--- src/rtl/timer_sched.sv ---
// timer_sched: shared delay timer for NREQ requesters.
// Requests are arbitrated round-robin onto one down-counter (and prescaler).
// The winner gets a registered one-hot grant and, when its delay expires,
// a single-cycle done pulse.
//
// Handshake: req[i] is a level that the requester holds high until it sees
// done[i] or until it gives up. Dropping req[i] while it is granted (LOAD or
// RUN) aborts the delay silently. Dropping it in the DONE cycle does not
// cancel the pulse that is already being issued.
//
// Build option TIMER_SCHED_PRESCALE_EN:
//   defined   - a 0..PRESCALE-1 prescaler produces one tick every PRESCALE
//               clocks while running, and the counter steps on that tick.
//   undefined - no prescaler. tick is high on every RUN cycle, so the counter
//               steps every clock. This build is meant for fast simulation.
module timer_sched #(
    parameter int NREQ     = 4,
    parameter int CNT_W    = 25,
    parameter int PRESCALE = 20000000
) (
    input  logic                  clk,
    input  logic                  reset,
    input  logic [NREQ-1:0]       req,
    input  logic [NREQ*CNT_W-1:0] dly,
    output logic [NREQ-1:0]       gnt,
    output logic                  busy,
    output logic [NREQ-1:0]       done,
    output logic                  tick
);

    localparam int PTR_W = (NREQ > 1) ? $clog2(NREQ) : 1;

    typedef enum logic [1:0] {
        S_IDLE = 2'd0,
        S_LOAD = 2'd1,
        S_RUN  = 2'd2,
        S_DONE = 2'd3
    } state_t;

    state_t            state_q, state_d;
    logic [NREQ-1:0]   gnt_q, gnt_d;
    logic [NREQ-1:0]   done_q, done_d;
    logic [PTR_W-1:0]  gidx_q, gidx_d;   // index of the current winner
    logic [PTR_W-1:0]  ptr_q, ptr_d;     // round-robin search start
    logic [CNT_W-1:0]  count_q, count_d;

    logic              pick_valid;
    logic [PTR_W-1:0]  pick_idx;
    logic [PTR_W-1:0]  gidx_next;
    logic [CNT_W-1:0]  dly_sel;
    logic              req_held;
    logic              tick_w;

    function automatic logic [NREQ-1:0] onehot(input logic [PTR_W-1:0] idx);
        logic [NREQ-1:0] v;
        v      = '0;
        v[idx] = 1'b1;
        return v;
    endfunction

`ifdef TIMER_SCHED_PRESCALE_EN
    localparam int PRE_W = (PRESCALE > 2) ? $clog2(PRESCALE) : 1;

    logic [PRE_W-1:0] pre_q, pre_d;

    assign tick_w = (state_q == S_RUN) && (pre_q == PRE_W'(PRESCALE - 1));

    // Prescaler: counts only in RUN, wraps on tick, held at zero otherwise.
    always_comb begin
        pre_d = '0;
        if (state_q == S_RUN) begin
            if (tick_w) begin
                pre_d = '0;
            end else begin
                pre_d = pre_q + PRE_W'(1);
            end
        end
    end

    // Prescaler register.
    always_ff @(posedge clk) begin
        if (reset) begin
            pre_q <= '0;
        end else begin
            pre_q <= pre_d;
        end
    end
`else
    // PRESCALE only shapes the tick when the prescaler is built in; it is
    // always >= 2, so this is simply "tick on every RUN cycle".
    assign tick_w = (state_q == S_RUN) && (PRESCALE != 0);
`endif

    assign dly_sel   = dly[gidx_q*CNT_W +: CNT_W];
    assign req_held  = req[gidx_q];
    assign gidx_next = (gidx_q == PTR_W'(NREQ - 1)) ? '0 : gidx_q + PTR_W'(1);

    // Round-robin pick: first set req bit searching upward from ptr_q, wrapping.
    always_comb begin
        pick_valid = 1'b0;
        pick_idx   = '0;
        for (int k = 0; k < NREQ; k++) begin
            if (!pick_valid && req[(int'(ptr_q) + k) % NREQ]) begin
                pick_valid = 1'b1;
                pick_idx   = PTR_W'((int'(ptr_q) + k) % NREQ);
            end
        end
    end

    // Scheduler FSM next state, grant, done pulse, pointer and counter.
    always_comb begin
        state_d = state_q;
        gnt_d   = gnt_q;
        done_d  = '0;
        gidx_d  = gidx_q;
        ptr_d   = ptr_q;
        count_d = count_q;
        unique case (state_q)
            S_IDLE: begin
                if (pick_valid) begin
                    gnt_d   = onehot(pick_idx);
                    gidx_d  = pick_idx;
                    state_d = S_LOAD;
                end
            end
            S_LOAD: begin
                if (!req_held) begin
                    // Abandoned before the delay started.
                    gnt_d   = '0;
                    ptr_d   = gidx_next;
                    state_d = S_IDLE;
                end else begin
                    count_d = dly_sel;
                    if (dly_sel == '0) begin
                        gnt_d   = '0;
                        done_d  = onehot(gidx_q);
                        state_d = S_DONE;
                    end else begin
                        state_d = S_RUN;
                    end
                end
            end
            S_RUN: begin
                if (!req_held) begin
                    // Abandoned mid-delay: no done pulse.
                    gnt_d   = '0;
                    ptr_d   = gidx_next;
                    state_d = S_IDLE;
                end else if (tick_w) begin
                    // A zero count is never decremented.
                    if (count_q != '0) begin
                        count_d = count_q - CNT_W'(1);
                    end
                    if (count_q == CNT_W'(1)) begin
                        gnt_d   = '0;
                        done_d  = onehot(gidx_q);
                        state_d = S_DONE;
                    end
                end
            end
            S_DONE: begin
                ptr_d   = gidx_next;
                state_d = S_IDLE;
            end
            default: begin
                state_d = S_IDLE;
            end
        endcase
    end

    // State, grant, done, pointer and counter registers.
    always_ff @(posedge clk) begin
        if (reset) begin
            state_q <= S_IDLE;
            gnt_q   <= '0;
            done_q  <= '0;
            gidx_q  <= '0;
            ptr_q   <= '0;
            count_q <= '0;
        end else begin
            state_q <= state_d;
            gnt_q   <= gnt_d;
            done_q  <= done_d;
            gidx_q  <= gidx_d;
            ptr_q   <= ptr_d;
            count_q <= count_d;
        end
    end

    assign gnt  = gnt_q;
    assign done = done_q;
    assign busy = (|gnt_q) || (state_q == S_DONE);
    assign tick = tick_w;

endmodule

--- config.mk ---
export PLATFORM = sky130hd
export DESIGN_NAME = timer_sched
export DESIGN_NICKNAME = d
export VERILOG_FILES = /design/src/rtl/timer_sched.sv
export SDC_FILE = /design/constraint.sdc
export NUM_CORES = 1
export LEC_CHECK = 0
export CORE_UTILIZATION = 49
export CTS_CLUSTER_DIAMETER = 150
export DETAILED_ROUTE_END_ITERATION = 7
export GPL_TIMING_DRIVEN = 0
export HOLD_SLACK_MARGIN = 0.08
export MAX_ROUTING_LAYER = met4
export PLACE_DENSITY_LB_ADDON = 0.25
export REMOVE_ABC_BUFFERS = 1
export SETUP_SLACK_MARGIN = 0.15
export SLEW_MARGIN = 20
export SYNTH_ARGS = -nofsm -noshare
export SYNTH_HDL_FRONTEND = slang
export SYNTH_SLANG_ARGS = --single-unit
--- constraint.sdc ---
create_clock -name clk -period 4.8 [get_ports clk]
set_input_delay 0.72 -clock clk [delete_from_list [all_inputs] [get_ports clk]]
set_output_delay 0.72 -clock clk [all_outputs]
set_load 0.005 [all_outputs]
==> flow_summary_export.csv <==
group,metric,value,unit
layout,design_area,4408,µm²
sta,fmax,0.3315,GHz
floorplan,die_area,6697,µm²
clocking,cts_max_path_buffers,2,
min_path,hp-class,"reg2reg",
layout,fin_nets,573,
floorplan,die_w,81.84,µm
yosys,synth_cells,355,
sta,fin_worst_skew,12.51,ps
power_and_ir_drop,peakVddDrop,0.1930,mV
yosys,synth.top_cells.by_area,"dfxtp_1 (25%), mux4_2 (14%), mux4_1 (5.9%), a21oi_1 (5.1%), ha_1 (4.4%)",
clocking,cts_resized,0,
layout,mostFrequentLayoutCells,"clkdlybuf4s50_1 (114), dfxtp_1 (37), nand2_1 (36)",
setup_path,crit_path_start,"dly[74]",
route,via_count,3254,
sta,relSlewSlack,0.4374,
grt,grt_pass1_wl,13.92,mm
sta,slew_viol_final,0,
sta,setup_viol,0,
grt,grt_usage,0.2778,
setup_path,cpMaxStageDelayCell,"nor4_1",
clocking,cts-root-buf,"clkbuf_8",
route,firstDrtPassIters,5,
placed_design,port_buffers,115,
yosys,synth_top_area_frac,0.2500,
clocking,postCtsHoldBufs,0,
yosys,syn-mean-instance-area,8.797,µm²
setup_path,critical_path_arrival,3200,ps
setup_path,crit_chain,"clkdlybuf4s50_1, mux4_1, nor4_1, nand4_1, o21ai_0, a21oi_1, a32o_1",
clocking,clk_pin_slew,80,ps
yosys,ys_types,55,
yosys,syn-cell-area,3123,µm²
route,drt-vias-per-instance,6.128,
layout,drive_above_1_share,0.08772,
floorplan,fp.dieH,81.84,µm
run_status,outcome,"completed",
clocking,h-tree-depth,2,
route,routedWlPerCell,16.24,µm
setup_path,critPathLaunchType,"input port",
yosys,synth-edff-count,0,
floorplan,start_util,0.5183,
yosys,ys_seq_area_frac,0.2500,
layout,n_antenna_cell,0,
placed_design,placed_area,4294,µm²
sta,fin_crit,3017,ps
route,drt-total-wl,8.626,mm
sta,hold_viol_final,0,
floorplan,fp-row-count,28,
grt,antenna_found_initial,0,
layout,syn2layout_area_growth,41.15,%
sta,fin_crit_sh,0.6285,
yosys,synth_warnings,0,
min_path,min_from,"count_q[15]$_SDFFE_PP0P_",
yosys,synth-async-reset-ratio,0,
clocking,insertion_delay,290,ps
setup_path,crit_family,"simple AND/OR/NAND/NOR gates",
setup_path,worstPathRequired,4980,ps
job,maxCapViolations,0,
power_and_ir_drop,power.density,255.8,nW/µm²
layout,layout_commonest_cell,"clkdlybuf4s50_1",
clocking,cts_tree,"done",
setup_path,critPathBufInv,1,
route,ant_nets,0,
yosys,ys_ff_latch,39,
route,drt_iter0_drc,176,
setup_path,crit_path_max_incr_delay,570,ps
power_and_ir_drop,p_leak,1.558,nW
placed_design,dp_hpwl,6.385,mm
sta,tightest_slew,841.1,ps
grt,grt_max_degree,42,
clocking,post_cts_buffers,0,
route,drc,0,
grt,grt-ovfl-total,0,
sta,setup-tns-final,0,ps
placed_design,gp_congestion,0.8531,
layout,fill_cells,479,
setup_path,r2r-start,"state_q[0]$_SDFFE_PP0P_",
sta,rsz0062_at_grt,"no",
setup_path,crit_type,"in2reg",
clocking,cts_sinks,39,
layout,fin_util,0.7315,
floorplan,io_pins,116,
yosys,post-synth-top-area-cell,"dfxtp_1",
setup_path,cp-end-kind,"flip-flop",
setup_path,crit_fanout,4,
yosys,synth_flop_cell,"dfxtp_1",
floorplan,fp.coreArea,6026,µm²
clocking,numCtsBuffers,5,
grt,grt_pass1_vias,3059,
-- where the power goes --
group	leakage (nW)	internal, mW	switching (mW)
registers	0.319	0.350	0.0424
clock network	0.0513	0.152	0.113
logic	1.19	0.241	0.229
total	1.56	0.743	0.384
-- layer usage --
layer | vias to the layer above | wire (µm) | GRT usage
li1 | 1565 | - | -
met1 | 1542 | 3635 | 0.3470
met2 | 135 | 4350 | 0.4579
met3 | 12 | 518 | 0.06111
met4 | 0 | 122 | 0.06316
met5 | - | 0 | -
-- per-stage QoR --
stage,hold WS (ps),power [mW],worst slack [ps],cells
global placement,460.5,0.8375,784.9,523
floorplan,443.9,0.6734,1666,333
CTS,487.8,1.122,1605,531
finish,489.8,1.128,1783,531
detailed placement,472.2,0.8559,1304,524
global route,506.6,1.195,1507,531
-- kinds of logic after synthesis --
group / Yosys count / synth area share
adder cells (fa/ha/maj): 11 / 0.04407
multiplexers: 34 / 0.2228
AND/OR/NAND/NOR: 138 / 0.2272
AO/OA/AOI/OAI: 98 / 0.2079
buffers and inverters: 35 / 0.04808
flip-flops: 39 / 0.2500
-- cells in the mapped netlist, drive strengths merged (8+ instances only) --
library cell / instances
nor4: 14
nor2: 33
buf: 8
and2: 14
ha: 11
nand2b: 8
clkbuf: 14
a21oi: 33
nor3: 12
nand2: 36
dfxtp: 39
mux4: 26
inv: 13
o21ai: 25
-- worst paths after layout --
check	endpoint	slack [ps]	depth (start not counted)
setup / recovery	gnt[1]$_SDFFE_PP0P_	1780	7
hold / removal	count_q[15]$_SDFFE_PP0P_	490	2
hold reg to reg	count_q[15]$_SDFFE_PP0P_	490	2
setup reg to reg	count_q[0]$_SDFFE_PP0P_	1800	6
-- registers in the layout, indices dropped and copies added, names as in the netlist --
name     flops
gnt          4
done         4
count_q     25
ptr_q        2
state_q      2
gidx_q       2
-- worst min-delay path, stage by stage, from the launching register on --
cell and delay, ps:
dfxtp_1 320, o21ai_1 70, a21oi_1 60
-- cell type report --
| class | count | area [µm²] | area share |
|---|---|---|---|
| clock buffer | 6 | 72.57 | 0.01646 |
| clock inverter | 1 | 30.03 | 0.006812 |
| inverter | 13 | 48.80 | 0.01107 |
| multi-input combinational | 281 | 2206 | 0.5004 |
| sequential | 39 | 783.3 | 0.1777 |
| tap | 75 | 93.84 | 0.02129 |
| timing repair buffer | 116 | 1174 | 0.2663 |
Note: power is estimated with default switching activity, not from simulation.
